File: src/rtl/hdmi_pkg.sv
// Shared definitions for the HDMI window processor: coordinate width, counter
// saturation value, window configuration record and its reset (full passthrough).
package hdmi_pkg;

    localparam int CW = 12;

    typedef logic [CW-1:0] coord_t;

    localparam coord_t CNT_MAX = '1;

    localparam logic SHADOW_INV_RST = 1'b0;

    typedef struct packed {
        coord_t x0;
        coord_t y0;
        coord_t w;
        coord_t h;
    } win_cfg_t;

    function automatic win_cfg_t win_reset(input coord_t h_act, input coord_t v_act);
        win_cfg_t cfg;
        cfg.x0 = '0;
        cfg.y0 = '0;
        cfg.w  = h_act;
        cfg.h  = v_act;
        return cfg;
    endfunction

    function automatic coord_t sat_inc(input coord_t v);
        return (v == CNT_MAX) ? v : v + 1'b1;
    endfunction

endpackage

File: src/rtl/hdmi_timing_meas.sv
// Pixel/line counters derived from de/vs, plus per-frame size measurement
// latched at each vs rising edge (the first one after reset is ignored).
module hdmi_timing_meas
    import hdmi_pkg::*;
#(
    parameter int H_ACT = 640,
    parameter int V_ACT = 720
) (
    input  logic   clk_i,
    input  logic   rst_i,
    input  logic   vs_i,
    input  logic   de_i,
    output coord_t h_cnt_o,
    output coord_t v_cnt_o,
    output logic   vs_rise_o,
    output logic   synced_o,
    output coord_t meas_width_o,
    output coord_t meas_height_o,
    output logic   meas_valid_o
);

    localparam coord_t H_ACT_C = coord_t'(H_ACT);
    localparam coord_t V_ACT_C = coord_t'(V_ACT);

    coord_t h_cnt_q, h_cnt_d;
    coord_t v_cnt_q, v_cnt_d;
    coord_t max_w_q, max_w_d;
    coord_t meas_w_q, meas_w_d;
    coord_t meas_h_q, meas_h_d;
    coord_t frame_h;
    logic   lines_ok_q, lines_ok_d;
    logic   meas_v_q, meas_v_d;
    logic   vs_prev_q, de_prev_q, synced_q;
    logic   vs_rise, de_fall;

    assign vs_rise = vs_i & ~vs_prev_q;
    assign de_fall = de_prev_q & ~de_i;

    always_comb begin
        // NOTE: every variable gets a default first, so no path leaves one unassigned and no latch is inferred.
        h_cnt_d    = de_i ? sat_inc(h_cnt_q) : '0;
        v_cnt_d    = v_cnt_q;
        max_w_d    = max_w_q;
        lines_ok_d = lines_ok_q;
        meas_w_d   = meas_w_q;
        meas_h_d   = meas_h_q;
        meas_v_d   = meas_v_q;
        frame_h    = de_fall ? sat_inc(v_cnt_q) : v_cnt_q;

        // h_cnt_q holds the finished line's pixel count on the falling edge
        if (de_fall) begin
            if (h_cnt_q > max_w_q) max_w_d = h_cnt_q;
            lines_ok_d = lines_ok_q & (h_cnt_q == H_ACT_C);
        end

        if (vs_rise) begin
            v_cnt_d = '0;
            if (synced_q) begin
                meas_w_d = max_w_d;
                meas_h_d = frame_h;
                meas_v_d = lines_ok_d & (frame_h == V_ACT_C);
            end
            max_w_d    = '0;
            lines_ok_d = 1'b1;
        end else if (de_fall) begin
            v_cnt_d = sat_inc(v_cnt_q);
        end
    end

    always_ff @(posedge clk_i) begin
        // NOTE: non-blocking assignments make every flop sample pre-edge values, independent of statement order.
        if (rst_i) begin
            h_cnt_q    <= '0;
            v_cnt_q    <= '0;
            max_w_q    <= '0;
            lines_ok_q <= 1'b1;
            meas_w_q   <= '0;
            meas_h_q   <= '0;
            meas_v_q   <= 1'b0;
            vs_prev_q  <= 1'b0;
            de_prev_q  <= 1'b0;
            synced_q   <= 1'b0;
        end else begin
            h_cnt_q    <= h_cnt_d;
            v_cnt_q    <= v_cnt_d;
            max_w_q    <= max_w_d;
            lines_ok_q <= lines_ok_d;
            meas_w_q   <= meas_w_d;
            meas_h_q   <= meas_h_d;
            meas_v_q   <= meas_v_d;
            vs_prev_q  <= vs_i;
            de_prev_q  <= de_i;
            synced_q   <= synced_q | vs_rise;
        end
    end

    assign h_cnt_o       = h_cnt_q;
    assign v_cnt_o       = v_cnt_q;
    assign vs_rise_o     = vs_rise;
    assign synced_o      = synced_q;
    assign meas_width_o  = meas_w_q;
    assign meas_height_o = meas_h_q;
    assign meas_valid_o  = meas_v_q;

endmodule

File: src/rtl/hdmi_win_proc.sv
// Windowed video pass-through: pixels outside a tear-free shadowed window become
// BG_COLOR, 2-cycle aligned latency. Define HDMI_WIN_INVERT_EN for colour invert.
module hdmi_win_proc
    import hdmi_pkg::*;
#(
    parameter int H_ACT = 640,
    parameter int V_ACT = 720,
    parameter int NCH   = 3,
    parameter int DW    = 8,
    parameter logic [NCH*DW-1:0] BG_COLOR = '0
) (
    input  logic              pixclk_in,
    input  logic              rst_i,
    input  logic              vs_in,
    input  logic              hs_in,
    input  logic              de_in,
    input  logic [NCH*DW-1:0] data_in,
    input  logic [CW-1:0]     win_x0,
    input  logic [CW-1:0]     win_y0,
    input  logic [CW-1:0]     win_w,
    input  logic [CW-1:0]     win_h,
    input  logic              invert_ctrl,
    output logic              vs_out,
    output logic              hs_out,
    output logic              de_out,
    output logic [NCH*DW-1:0] data_out,
    output logic [CW-1:0]     meas_width,
    output logic [CW-1:0]     meas_height,
    output logic              meas_valid
);

    localparam int           PW      = NCH * DW;
    localparam logic [CW:0]  H_LIM   = (CW+1)'(H_ACT);
    localparam logic [CW:0]  V_LIM   = (CW+1)'(V_ACT);
    localparam win_cfg_t     CFG_RST = win_reset(coord_t'(H_ACT), coord_t'(V_ACT));

    win_cfg_t    cfg_in, cfg_s1_q, cfg_s2_q, shadow_q;
    coord_t      h_cnt, v_cnt;
    logic        vs_rise, synced;
    logic [CW:0] x_end, y_end, x_lim, y_lim;
    logic        in_win;
    logic [PW-1:0] pix_in, pix_d;
    logic [PW-1:0] pix1_q, pix2_q;
    logic        vs1_q, hs1_q, de1_q, vs2_q, hs2_q, de2_q;

    assign cfg_in = '{x0: win_x0, y0: win_y0, w: win_w, h: win_h};

    // Config crosses in through two flops, then only moves into the shadow at frame start
    always_ff @(posedge pixclk_in) begin
        if (rst_i) begin
            cfg_s1_q <= CFG_RST;
            cfg_s2_q <= CFG_RST;
            shadow_q <= CFG_RST;
        end else begin
            cfg_s1_q <= cfg_in;
            cfg_s2_q <= cfg_s1_q;
            if (vs_rise) shadow_q <= cfg_s2_q;
        end
    end

`ifdef HDMI_WIN_INVERT_EN
    logic inv_s1_q, inv_s2_q, inv_q;

    always_ff @(posedge pixclk_in) begin
        if (rst_i) begin
            inv_s1_q <= SHADOW_INV_RST;
            inv_s2_q <= SHADOW_INV_RST;
            inv_q    <= SHADOW_INV_RST;
        end else begin
            inv_s1_q <= invert_ctrl;
            inv_s2_q <= inv_s1_q;
            if (vs_rise) inv_q <= inv_s2_q;
        end
    end

    assign pix_in = data_in ^ {PW{inv_q}};
`else
    logic unused_invert;
    assign unused_invert = invert_ctrl;
    assign pix_in        = data_in;
`endif

    hdmi_timing_meas #(
        .H_ACT(H_ACT),
        .V_ACT(V_ACT)
    ) u_timing (
        .clk_i        (pixclk_in),
        .rst_i        (rst_i),
        .vs_i         (vs_in),
        .de_i         (de_in),
        .h_cnt_o      (h_cnt),
        .v_cnt_o      (v_cnt),
        .vs_rise_o    (vs_rise),
        .synced_o     (synced),
        .meas_width_o (meas_width),
        .meas_height_o(meas_height),
        .meas_valid_o (meas_valid)
    );

    // 13-bit window ends cannot overflow; clipping to the active area removes wrap artifacts
    always_comb begin
        x_end  = {1'b0, shadow_q.x0} + {1'b0, shadow_q.w};
        y_end  = {1'b0, shadow_q.y0} + {1'b0, shadow_q.h};
        x_lim  = (x_end > H_LIM) ? H_LIM : x_end;
        y_lim  = (y_end > V_LIM) ? V_LIM : y_end;
        in_win = synced
               && (h_cnt >= shadow_q.x0) && ({1'b0, h_cnt} < x_lim)
               && (v_cnt >= shadow_q.y0) && ({1'b0, v_cnt} < y_lim);
        pix_d  = '0;
        if (de_in) pix_d = in_win ? pix_in : BG_COLOR;
    end

    always_ff @(posedge pixclk_in) begin
        if (rst_i) begin
            vs1_q  <= 1'b0;
            hs1_q  <= 1'b0;
            de1_q  <= 1'b0;
            pix1_q <= '0;
            vs2_q  <= 1'b0;
            hs2_q  <= 1'b0;
            de2_q  <= 1'b0;
            pix2_q <= '0;
        end else begin
            vs1_q  <= vs_in;
            hs1_q  <= hs_in;
            de1_q  <= de_in;
            pix1_q <= pix_d;
            vs2_q  <= vs1_q;
            hs2_q  <= hs1_q;
            de2_q  <= de1_q;
            pix2_q <= pix1_q;
        end
    end

    assign vs_out   = vs2_q;
    assign hs_out   = hs2_q;
    assign de_out   = de2_q;
    assign data_out = pix2_q;

endmodule

File: config.mk
export PLATFORM = sky130hd
export DESIGN_NAME = hdmi_win_proc
export DESIGN_NICKNAME = d
export VERILOG_FILES = /design/src/rtl/hdmi_pkg.sv /design/src/rtl/hdmi_timing_meas.sv /design/src/rtl/hdmi_win_proc.sv
export SDC_FILE = /design/constraint.sdc
export NUM_CORES = 1
export LEC_CHECK = 0
export CAP_MARGIN = 5
export CORE_ASPECT_RATIO = 0.7
export CORE_MARGIN = 3
export CORE_UTILIZATION = 45
export DETAILED_ROUTE_END_ITERATION = 16
export PLACE_DENSITY = 0.67
export SLEW_MARGIN = 25
export SYNTH_ARGS = -nofsm -noshare
export SYNTH_HDL_FRONTEND = slang
export SYNTH_SLANG_ARGS = --single-unit
File: constraint.sdc
create_clock -name pixclk_in -period 5.6 [get_ports pixclk_in]
set_input_delay 0.56 -clock pixclk_in [delete_from_list [all_inputs] [get_ports pixclk_in]]
set_output_delay 0.56 -clock pixclk_in [all_outputs]
set_load 0.03 [all_outputs]
# Word-level counts from Yosys, hierarchy flattened
# Cells that the tools add are included.
[op_classes]
reduce_logical = 8
add_sub_neg = 4
order_cmp = 7
bitwise = 8
eq_ne = 4
mux = 7
[ops]
columns = ["op", "n"]
rows = [
  ["$mux W12", 4],
  ["$add A12 B12 Y13", 2],
  ["$gt A13 B10 Y1 const B", 2],
  ["$lt A12 B13 Y1", 2],
  ["$mux W13", 2],
  ["$add A12 B1 Y12 const B", 2],
  ["$eq A12 B10 Y1 const B", 2],
  ["$eq A12 B12 Y1 const B", 2],
  ["$ge A12 B12 Y1", 2],
  ["$gt A12 B12 Y1", 1],
  ["$and A1 B1 Y1", 4],
  ["$logic_and A1 B1 Y1", 4],
  ["$reduce_or A2 Y1", 2],
  ["$not A1 Y1", 3],
  ["$reduce_or A3 Y1", 1],
  ["$reduce_and A2 Y1", 1],
  ["$mux W1", 1],
  ["$or A1 B1 Y1", 1],
]
[word_totals]
in_bits = 78
regBits = 261

# Logic depth before layout (Yosys ltp)
# Gate-level depths: netlist of run 1.
[logic_depth]
word_depth = 9
mapped_depth = 19
depth_no_buf = 17

# Modules after synthesis
# From an unflattened synthesis of run 1, not the netlist that was laid out.
[hier_totals]
cells_unflattened = 1175
area_unflattened_um2 = 11426.0
[modules_own_cells]
columns = ["module", "cells_each", "n_inst", "area_per_inst_um2", "seq_area_each_um2"]
rows = [
  ["hdmi_win_proc", 823, 1, 8370.5, 3963.8],
  ["hdmi_timing_meas", 352, 1, 3055.4, 1301.2],
]

# Worst setup path after synthesis of run 1
# No wires, ideal clock.
[synth_timing]
path_kind = "reg2reg"
startpoint = "register shadow_q[12] (netlist bit)"
endpoint = "register pix1_q[10]"
slack_ns = 1.402
arrival_ns = 4.102
n_path_buf = 2
setup_time_ns = 0.096
t_required_ns = 5.504
stages_incl_launch_ff = 20
synth_period_minus_slack_ns = 4.198
path_cell_list = "dfxtp_1 > ha_1 > fa_1 > a211oi_1 > o211ai_1 > a31o_2 > a21o_1 > a21oi_2 > and2_1 > clkbuf_1 > nand2_1 > ha_1 > a21o_1 > a21o_1 > a21oi_1 > o21ai_0 > a211oi_1 > o2111ai_1 > buf_2 > nor4b_1"
[synth_between]
elab_chain_len = 9
[synth_rtl]
columns = ["element", "line_no", "source"]
rows = [
  ["start: declaration", "hdmi_win_proc.sv:37", "win_cfg_t cfg_in, cfg_s1_q, cfg_s2_q, shadow_q;"],
  ["start signal: assignment", "hdmi_win_proc.sv:57", "if (vs_rise) shadow_q <= cfg_s2_q;"],
  ["$add A12 B12 Y13 *", "hdmi_win_proc.sv:102", "x_end = {1'b0, shadow_q.x0} + {1'b0, shadow_q.w};"],
  ["$gt A13 B10 Y1", "hdmi_win_proc.sv:104", "x_lim = (x_end > H_LIM) ? H_LIM : x_end;"],
  ["$mux W13 *", "hdmi_win_proc.sv:104", ""],
  ["$lt A12 B13 Y1 *", "hdmi_win_proc.sv:107", "&& (h_cnt >= shadow_q.x0) && ({1'b0, h_cnt} < x_lim)"],
  ["$logic_and A1 B1 Y1 *", "hdmi_win_proc.sv:107", ""],
  ["$logic_and A1 B1 Y1 * (2 in series)", "hdmi_win_proc.sv:108", "&& (v_cnt >= shadow_q.y0) && ({1'b0, v_cnt} < y_lim);"],
  ["$not A1 Y1 (no line) *", "--", ""],
  ["$reduce_or A3 Y1 (no line) *", "--", ""],
  ["end signal: assignment", "hdmi_win_proc.sv:127", "pix1_q <= pix_d;"],
  ["end: declaration", "hdmi_win_proc.sv:43", "logic [PW-1:0] pix1_q, pix2_q;"],
]
# Every way passes the cells marked *; elsewhere a longest branch is shown, timed or not.
# A chain may end at the register's enable or synchronous reset.

# Final worst setup path of run 1
[layout_timing]
startpoint = "register shadow_q[24] (netlist bit)"
endpoint = "register pix1_q[19]"
[layout_between]
elab_chain_len = 7
elab_cells_between_ends = 9
cone_classes = "add/sub: 1; order compare: 3; mux: 1; bitwise: 1; reduce/logical: 3"
[layout_rtl]
columns = ["element", "line_no", "source"]
rows = [
  ["$add A12 B12 Y13", "hdmi_win_proc.sv:103", "y_end = {1'b0, shadow_q.y0} + {1'b0, shadow_q.h};"],
  ["$gt A13 B10 Y1", "hdmi_win_proc.sv:105", "y_lim = (y_end > V_LIM) ? V_LIM : y_end;"],
  ["$mux W13", "hdmi_win_proc.sv:105", ""],
  ["$lt A12 B13 Y1", "hdmi_win_proc.sv:108", ""],
  ["$logic_and A1 B1 Y1 *", "hdmi_win_proc.sv:108", ""],
  ["$not A1 Y1 (no line) *", "--", ""],
  ["$reduce_or A3 Y1 (no line) *", "--", ""],
]
# Marks and branches as above.

==> flow_summary.json, run 1 <==
{
  "clk_latency_ns": 0.52,
  "clock.fmax_mhz": 209.4,
  "combPwrFrac": 0.076,
  "endpoint_kind": "register",
  "cts-root-buf": "clkbuf_16",
  "critPathRequiredTime_ns": 6.01,
  "final.period_utilization": 0.8527,
  "grt_max_degree": 106,
  "r2r_start": "shadow_q[24]$_SDFFE_PP0P_",
  "r2r_slack_ns": 0.82,
  "whs_endpoint": "cfg_s2_q[6]$_SDFF_PP1_",
  "synth_common_cells": "261 x dfxtp_1, 122 x nor2b_1, 121 x nand2_1",
  "cts_buffers": 26,
  "dp_hpwl_um": 16250,
  "ys_seq_area_frac": 0.4792,
  "syn-cell-area_um2": 10900,
  "cts-hold-fix-buffers": 0,
  "maxCapViolCount": 0,
  "hold_viol": 0,
  "ys_async_sr_fraction": 0,
  "ys_warn_count": 0,
  "min_path_type": "reg2reg",
  "critPathArrivalTime_ns": 5.19,
  "worstPathMaxFanout": 24,
  "htree_levels": 1,
  "fin_nets": 1422,
  "dpl-instance-area_um2": 12440,
  "seq_area_um2": 5225,
  "antenna_found_initial": 0,
  "antenna_left": 0,
  "clk_pin_slew_ns": 0.06,
  "stdcell_count": 1587,
  "cp-start-kind": "register",
  "dieArea_um2": 26160,
  "cts_sinks": 261,
  "syn_area_per_cell_um2": 9.522,
  "overflow": 0,
  "path_class": "reg2reg",
  "seqPwrFrac": 0.470,
  "start_util": 0.4701,
  "gp_congestion": 0.8850,
  "grt_pass1_vias": 7957,
  "synthTopCellsByArea": "dfxtp_1 48%, ha_1 9.8%, nor2b_1 7.0%",
  "drt_wl_total_um": 23080,
  "drt_iter0_markers": 523,
  "drive_above_1_share": 0.06353,
  "p_sw_frac": 0.2157,
  "grt_first_pass_wirelength_um": 39320,
  "tns_ns": 0,
  "synth_cell_type_count": 59,
  "intPower_mw": 3.239,
  "status": "finished clean",
  "die_h_um": 136.2,
  "finalInstanceArea_um2": 13390,
  "post-cts-setup-buffers": 0,
  "ctsResizeCount": 0,
  "n_fill_cell": 2038,
  "dr_total_vias": 8273,
  "hold_depth": 1,
  "drtPass1Iterations": 5,
  "synth_most_common_cell": "dfxtp_1",
  "slew_headroom": 0.5037,
  "areaGrowthSynthToFinish_pct": 22.79,
  "setup_viol": 0,
  "netlist_instances": 1145,
  "clock_skew_ns": 0.01308,
  "p_sw_mw": 0.8909,
  "synth_ff_type": "dfxtp_1",
  "drc_errors": 0,
  "viasPerCell": 5.213,
  "grt_usage": 0.1807,
  "synth_top_cell_by_area": "dfxtp_1",
  "worst_pin_slew_ns": 0.7444,
  "clockBufferDepth": 3,
  "synth_edf_count": 0,
  "p_clk_frac": 0.454,
  "leakagePower_nw": 5.278,
  "yosys.area.top_type_share": 0.4792,
  "ys_seq_elements": 261,
  "rsz0062_at_grt": "no",
  "r2r-end": "pix1_q[19]$_SDFF_PP0_",
  "irDropWorstVdd_v": 0.0002252,
  "core_um2": 23190,
  "chipWidth_um": 192.0,
  "dp.cells": 1541,
  "wire_per_inst_um": 14.54,
  "min_from": "cfg_s1_q[6]$_SDFF_PP1_",
  "rr_worst_depth": 18,
  "cts_tree": "built",
  "diodes": 0,
  "port_buffers": 128,
  "pin_count": 130,
  "fin_crit_ns": 4.775,
  "power_density_nw_per_um2": 308.5,
  "multi_input_area_um2": 5324,
  "std_cell_rows": 46,
  "slew_viol_final": 0
}
[state kept, by name (all words and copies together), names as in the netlist]
register,flops
cfg_s1_q,48
u_timing.meas_valid_o,1
hs_out,1
u_timing.max_w_q,12
u_timing.lines_ok_q,1
data_out,24
u_timing.meas_width_o,12
u_timing.meas_height_o,12
hs1_q,1
shadow_q,48
cfg_s2_q,48
pix1_q,24
u_timing.vs_prev_q,1
vs_out,1
de_out,1
u_timing.v_cnt_o,12
u_timing.h_cnt_o,12
u_timing.synced_o,1
u_timing.de_prev_q,1
[cell families (layout without fill, tap and decap cells)]
family | after synthesis | count (layout) | share of synthesized area
buf+inv | 99 | 226 | 0.03638
mux | 15 | 15 | 0.01400
fa+ha+maj | 87 | 87 | 0.1012
other cells | 1 | 4 | 0.0003439
xor+xnor | 27 | 27 | 0.02169
compound gates | 196 | 196 | 0.1214
simple gates | 459 | 459 | 0.2257
flops | 261 | 261 | 0.4792
[worst max-delay path: stages, from the launching register on]
cell and delay (ns):
dfxtp_1 0.34, ha_1 0.22, fa_1 0.40, a21oi_1 0.23, o22ai_1 0.19, o311a_1 0.41, o2111a_1 0.27, or2_2 0.32
o21ai_0 0.21, nand2b_1 0.18, ha_1 0.24, a21o_1 0.18, a21o_1 0.17, a21oi_1 0.20, o2111ai_1 0.13, a211oi_1 0.23
o2111ai_2 0.15, buf_4 0.25, nor4b_1 0.34
[worst max-delay path by stage]
stage                                         start                     to  slack [ns]  depth (start not counted)
after floorplan           shadow_q[12]$_SDFFE_PP0P_  pix1_q[10]$_SDFF_PP0_        1.40                         19
after global placement    shadow_q[36]$_SDFFE_PP0P_  pix1_q[16]$_SDFF_PP0_        0.92                         18
after detailed placement  shadow_q[12]$_SDFFE_PP0P_  pix1_q[16]$_SDFF_PP0_        0.91                         18
after CTS                 shadow_q[36]$_SDFFE_PP0P_  pix1_q[19]$_SDFF_PP0_        0.86                         18
after global routing      shadow_q[25]$_SDFFE_PP0P_  pix1_q[19]$_SDFF_PP0_        0.44                         17
final                     shadow_q[24]$_SDFFE_PP0P_  pix1_q[19]$_SDFF_PP0_        0.82                         18
[cell usage in the layout, fill, tap and decap left out, types with 5 or more instances in the layout]
cell type / synthesis / layout
nand3_1: 19 / 19
xor2_1: 17 / 17
a21oi_1: 68 / 68
bufinv_16: 0 / 5
mux2i_1: 13 / 13
and3_1: 10 / 10
clkbuf_8: 0 / 5
nand2_1: 121 / 121
o211ai_1: 13 / 13
a21o_1: 26 / 26
a211oi_1: 30 / 30
o21ai_0: 16 / 16
buf_4: 0 / 7
nor4_1: 7 / 7
o21a_1: 5 / 5
clkdlybuf4s50_1: 0 / 127
inv_1: 44 / 44
ha_1: 85 / 85
nor2b_1: 122 / 121
nor2_1: 68 / 68
nand2b_1: 12 / 11
clkbuf_16: 0 / 27
xnor2_1: 10 / 10
nand3b_1: 7 / 7
clkbuf_1: 42 / 5
nand4_1: 17 / 17
and2_1: 8 / 8
nor4b_1: 25 / 25
or2_2: 18 / 18
nor3_1: 10 / 10
dfxtp_1: 261 / 261
[metrics by stage]
| stage | setup WS (ns) | hold slack [ns] | total power [mW] | utilization |
|---|---|---|---|---|
| 2_1_floorplan | 1.402 | 0.3895 | 2.173 | - |
| 3_3_place_gp | 0.9234 | 0.3936 | 2.290 | 0.5365 |
| 3_5_place_dp | 0.9084 | 0.3928 | 2.295 | 0.5365 |
| 4_1_cts | 0.8600 | 0.4073 | 4.178 | 0.5769 |
| 5_1_grt | 0.4404 | 0.4192 | 4.291 | 0.5772 |
| 6_report | 0.8250 | 0.4066 | 4.130 | 0.5772 |
[area by class of cell]
class | instances | area share
multi-input combinational | 788 | 0.3977
sequential | 261 | 0.3903
timing repair buffer | 136 | 0.1006
clock buffer | 37 | 0.05701
tap | 312 | 0.02916
clock inverter | 9 | 0.01299
inverter | 44 | 0.01234
[power by group through the flow]
| stage | combinational (mW) | sequential, mW | clock (mW) |
|---|---|---|---|
| 5_1_grt | 0.347 | 1.95 | 2.00 |
| 3_5_place_dp | 0.312 | 1.98 | 0 |
| 2_1_floorplan | 0.179 | 1.99 | 0 |
| 3_3_place_gp | 0.308 | 1.98 | 0 |
| 4_1_cts | 0.314 | 1.94 | 1.92 |
| 6_report | 0.313 | 1.94 | 1.88 |
[per-layer routing]
metal / wire length, um / part of all wire / GRT usage / up-vias
met5: 0 / 0 / 0 / -
met4: 479 / 0.021 / 0.04327 / 0
met3: 1000 / 0.043 / 0.02938 / 40
met2: 10650 / 0.46 / 0.3033 / 165
met1: 10940 / 0.47 / 0.2450 / 3888
li1: - / - / - / 4180
Note: power is estimated with default switching activity, not from simulation.
==> inputs of run 2 (changes only) <==
- CAP_MARGIN: 5 -> unset
- CTS_CLUSTER_SIZE: unset -> 25
- clock period: 5.6 -> 4.6 ns (I/O delays scaled with it)
==> run 2 against run 1 <==
Net effect: count of clock-buffer cells in the layout is 7 lower; fmax is 8.9% higher; clock power is 15% higher; final cell count hardly changed; sequential share of layout area is 0.24 points lower; critical path depth is 1 lower; critical endpoint is now pix1_q[21]$_SDFF_PP0_.
==> flow_summary.json, run 2 (synthesis results as in run 1) <==
{
  "antenna_found_initial": 0,
  "fin_nets": 1425,
  "cts-hold-fix-buffers": 0,
  "irDropWorstVdd_v": 0.0002345,
  "clockBufferDepth": 3,
  "status": "finished clean",
  "drt_wl_total_um": 23170,
  "critPathRequiredTime_ns": 5.01,
  "dp.cells": 1545,
  "cts_tree": "built",
  "worstPathMaxFanout": 24,
  "cts_sinks": 261,
  "dr_total_vias": 8128,
  "min_path_type": "reg2reg",
  "path_class": "reg2reg",
  "final_common_cell": "dfxtp_1",
  "p_total_mw": 4.922,
  "dieArea_um2": 26160,
  "grt_max_degree": 109,
  "setup_viol": 0,
  "areaGrowthSynthToFinish_pct": 23.56,
  "grt_pass1_vias": 7857,
  "clock.fmax_mhz": 228.2,
  "path_cells": "ha_1 -> fa_1 -> xor2_1 -> or3_1 -> nor4_2 -> a221o_1 -> and2_2 -> nand2_1 -> ha_1 -> a21o_1 -> a21o_1 -> a21oi_1 -> o21ai_1 -> a211oi_2 -> o2111ai_2 -> buf_12 -> nor4b_1",
  "stdcell_count": 1588,
  "final.period_utilization": 0.9528,
  "std_cell_rows": 46,
  "cp.buffers_inverters": 1,
  "maxCapViolCount": 0,
  "drive_above_1_share": 0.08229,
  "antenna_left": 0,
  "critPathTopFamily": "compound AO/OA/AOI/OAI gates",
  "gp_congestion": 0.8618,
  "slew_viol_final": 0,
  "slew_headroom": 0.4871,
  "grt_first_pass_wirelength_um": 38790,
  "cpMaxStageDelayCell": "fa_1",
  "cts_buffers": 25,
  "fin_crit_ns": 4.383,
  "overflow": 0,
  "pin_count": 130,
  "drt_iter0_markers": 497,
  "cp-start-kind": "register",
  "critPathArrivalTime_ns": 4.79,
  "whs_ns": 0.4074,
  "grt_usage": 0.1784,
  "dp_hpwl_um": 16250,
  "wire_per_inst_um": 14.59,
  "clock_skew_ns": 0.008540,
  "start_util": 0.4701,
  "chipWidth_um": 192.0,
  "clk_pin_slew_ns": 0.07,
  "endpoint_kind": "register",
  "tns_ns": 0,
  "worst_pin_slew_ns": 0.7693,
  "n_fill_cell": 2052,
  "power_density_nw_per_um2": 365.4,
  "cpPeakStageDelay_ns": 0.44,
  "hold_viol": 0,
  "drc_errors": 0,
  "diodes": 0,
  "drtPass1Iterations": 4,
  "clk_latency_ns": 0.51,
  "core_um2": 23190,
  "top_regs": "cfg_s1_q (48), cfg_s2_q (48), shadow_q (48)",
  "viasPerCell": 5.118,
  "cts-root-buf": "clkbuf_16",
  "leakagePower_nw": 5.301,
  "die_h_um": 136.2,
  "port_buffers": 128,
  "mostFrequentLayoutCells": "261 x dfxtp_1, 127 x clkdlybuf4s50_1, 121 x nand2_1, 121 x nor2b_1, 85 x ha_1",
  "htree_levels": 1
}
-- run 2: cell count changes in the layout (fill, tap and decap cells not counted), sizes merged --
cell    before  now
clkinv       4    7
clkbuf      37   30
buf          9   13
inv         44   45
-- run 2: layer usage --
layer | GRT usage | part of all wire | vias up
met4 | 0.03801 | 0.014 | 0
met3 | 0.02912 | 0.041 | 26
li1 | - | - | 4177
met5 | 0 | 0 | -
met1 | 0.2473 | 0.49 | 3808
met2 | 0.2950 | 0.45 | 117
-- run 2: worst paths after layout --
check | start | end | slack (ns) | cells past startpoint
worst max-delay path | shadow_q[36]$_SDFFE_PP0P_ | pix1_q[21]$_SDFF_PP0_ | 0.22 | 17
worst min-delay path | cfg_s1_q[4]$_SDFF_PP1_ | cfg_s2_q[4]$_SDFF_PP1_ | 0.41 | 1
worst max register to register | shadow_q[36]$_SDFFE_PP0P_ | pix1_q[21]$_SDFF_PP0_ | 0.22 | 17
worst min register to register | cfg_s1_q[4]$_SDFF_PP1_ | cfg_s2_q[4]$_SDFF_PP1_ | 0.41 | 1
-- run 2: power breakdown --
group / switching, mW / internal (mW) / total, mW
logic: 0.203 / 0.190 / 0.393
registers: 0.0301 / 2.33 / 2.36
clock network: 0.859 / 1.31 / 2.17
total: 1.09 / 3.83 / 4.92
-- run 2: cell type report --
cell class / instances / area, um2 / area share
timing repair buffer: 140 / 1389 / 0.1031
tap: 312 / 390.4 / 0.02898
multi-input combinational: 788 / 5440 / 0.4038
clock inverter: 13 / 197.7 / 0.01467
inverter: 44 / 165.2 / 0.01226
clock buffer: 30 / 664.4 / 0.04932
sequential: 261 / 5225 / 0.3879
-- run 2: timing repair --
action	in CTS	in global routing
gates cloned	0	0
setup buffers	0	0
resized for setup	2	21
setup endpoints to repair	17	24
pin swaps	0	1
-- run 2: worst register-to-register path: stages (launching register included) --
cell and delay [ns]:
dfxtp_1 0.33, ha_1 0.21, fa_1 0.44, xor2_1 0.20
or3_1 0.33, nor4_2 0.29, a221o_1 0.26, and2_2 0.22
nand2_1 0.07, ha_1 0.30, a21o_1 0.19, a21o_1 0.17
a21oi_1 0.19, o21ai_1 0.14, a211oi_2 0.25, o2111ai_2 0.17
buf_12 0.21, nor4b_1 0.31
-- run 2: per-stage QoR --
stage	utilization	setup WS, ns	area (um2)
global route	0.5808	-0.002682	13470
floorplan	-	0.4018	10910
detailed placement	0.5384	-0.03166	12490
global placement	0.5384	0.08029	12490
finish	0.5808	0.2171	13470
CTS	0.5757	0.01559	13350
==> inputs of run 3 (changes only) <==
- clock period: 4.6 -> 4.74 ns (I/O delays scaled with it)
==> run 3 against run 2 <==
Net effect: critical path depth is 1 higher; via count is 0.73% higher; power is 1.6% lower; global-route usage is 0.42 points higher; combinational power is 2% lower; clock skew is 0.0032 ns higher; sequential power is 3% lower; largest cell class unchanged; largest power group unchanged.
==> flow_summary.json, run 3 (synthesis results as in run 1) <==
{
  "viasPerCell": 5.146,
  "cts_tree": "built",
  "leakagePower_nw": 5.324,
  "die_h_um": 136.2,
  "core_um2": 23190,
  "grt_pass1_vias": 7970,
  "cpPeakStageDelay_ns": 0.43,
  "power_density_nw_per_um2": 358.6,
  "cp.buffers_inverters": 1,
  "grt_max_degree": 107,
  "hold_viol": 0,
  "drt_iter0_markers": 410,
  "htree_levels": 1,
  "chipWidth_um": 192.0,
  "ctsResizeCount": 2,
  "fin_crit_ns": 4.543,
  "antenna_found_initial": 0,
  "final_common_cell": "dfxtp_1",
  "cts_sinks": 261,
  "slew_headroom": 0.4819,
  "critPathArrivalTime_ns": 4.95,
  "dp_hpwl_um": 16620,
  "clockBufferDepth": 3,
  "maxCapViolCount": 0,
  "clock.fmax_mhz": 220.1,
  "stdcell_count": 1591,
  "setup_ws_ns": 0.1973,
  "slew_viol_final": 0,
  "port_buffers": 128,
  "worst_pin_slew_ns": 0.7772,
  "fin_nets": 1425,
  "mostFrequentLayoutCells": "261 x dfxtp_1, 127 x clkdlybuf4s50_1, 121 x nand2_1, 121 x nor2b_1, 85 x ha_1",
  "antenna_left": 0,
  "cp-start-kind": "register",
  "clock_skew_ns": 0.01175,
  "clk_pin_slew_ns": 0.06,
  "start_util": 0.4701,
  "final.period_utilization": 0.9584,
  "rsz0062_at_grt": "yes",
  "dp.cells": 1544,
  "critPathTopFamily": "compound AO/OA/AOI/OAI gates",
  "top_regs": "cfg_s1_q (48), cfg_s2_q (48), shadow_q (48)",
  "grt_first_pass_wirelength_um": 39520,
  "pin_count": 130,
  "setup_viol": 0,
  "areaGrowthSynthToFinish_pct": 23.95,
  "grt_use_met2": 0.3104,
  "wire_per_inst_um": 14.91,
  "drtPass1Iterations": 5,
  "grtUsageMet3": 0.02887,
  "endpoint_kind": "register",
  "std_cell_rows": 46,
  "cts_buffers": 26,
  "min_path_type": "reg2reg",
  "cts-hold-fix-buffers": 0,
  "irDropWorstVdd_v": 0.0002651,
  "cpMaxStageDelayCell": "fa_1",
  "gp_congestion": 0.8641,
  "dr_total_vias": 8187,
  "drc_errors": 0,
  "grt_use_met1": 0.2475,
  "overflow": 0,
  "critPathRequiredTime_ns": 5.15,
  "drt_wl_total_um": 23720,
  "status": "finished clean",
  "path_class": "reg2reg",
  "worstPathMaxFanout": 24,
  "dieArea_um2": 26160,
  "cts-root-buf": "clkbuf_16",
  "dp_slack_ns": 0.03702,
  "drive_above_1_share": 0.08288,
  "path_cells": "ha_1 -> fa_1 -> a21oi_2 -> o22ai_2 -> o311a_1 -> o2111a_1 -> or2_2 -> o21ai_2 -> nand2b_1 -> ha_1 -> a21o_1 -> a21o_1 -> a21oi_1 -> o2111ai_1 -> a211oi_2 -> o2111ai_2 -> buf_12 -> nor4b_1",
  "post-cts-setup-buffers": 0,
  "grt_usage": 0.1826,
  "diodes": 0,
  "grt.busiest_layer": "met2",
  "clk_latency_ns": 0.52
}
==> run 3: worst reg2reg max path: stages, from the launching register on <==
cell,delay (ns)
dfxtp_1,0.32
ha_1,0.24
fa_1,0.43
a21oi_2,0.21
o22ai_2,0.14
o311a_1,0.38
o2111a_1,0.28
or2_2,0.33
o21ai_2,0.12
nand2b_1,0.15
ha_1,0.24
a21o_1,0.18
a21o_1,0.17
a21oi_1,0.22
o2111ai_1,0.16
a211oi_2,0.20
o2111ai_2,0.18
buf_12,0.21
nor4b_1,0.29
==> run 3: layer usage <==
metal,up-vias,routed length (um)
met3,30,918
met5,-,0
met4,0,385
li1,4180,-
met2,132,11000
met1,3845,11420
==> run 3: where the power goes <==
part / internal, mW / switching [mW]
logic: 0.184 / 0.201
registers: 2.26 / 0.0298
clock network: 1.32 / 0.848
total: 3.77 / 1.08
==> run 3: stage by stage <==
stage                     TNS (ns)  utilization  hold slack, ns  cell area, um2  power, mW
after floorplan                  0            -          0.3895           10910      2.568
after global placement           0       0.5380          0.3930           12480      2.712
after detailed placement         0       0.5380          0.3928           12480      2.721
after CTS                        0       0.5785          0.4061           13420      4.899
after global routing      -0.02048       0.5826          0.4163           13510      5.036
final                            0       0.5826          0.4059           13510      4.846
==> run 3: cell type report <==
| cell class | instances | area [um2] |
|---|---|---|
| multi-input combinational | 788 | 5418 |
| clock buffer | 39 | 830.8 |
| clock inverter | 8 | 103.9 |
| timing repair buffer | 139 | 1381 |
| inverter | 44 | 165.2 |
| sequential | 261 | 5225 |
| tap | 312 | 390.4 |
| fill | 2038 | 9681 |
==> run 3: worst paths after layout <==
check                                 from                endpoint  slack (ns)  cells after the start
setup reg to reg  shadow_q[0]$_SDFFE_PP0P_   pix1_q[16]$_SDFF_PP0_        0.20                     18
hold reg to reg     cfg_s1_q[4]$_SDFF_PP1_  cfg_s2_q[4]$_SDFF_PP1_        0.41                      1
hold / removal      cfg_s1_q[4]$_SDFF_PP1_  cfg_s2_q[4]$_SDFF_PP1_        0.41                      1
setup / recovery  shadow_q[0]$_SDFFE_PP0P_   pix1_q[16]$_SDFF_PP0_        0.20                     18
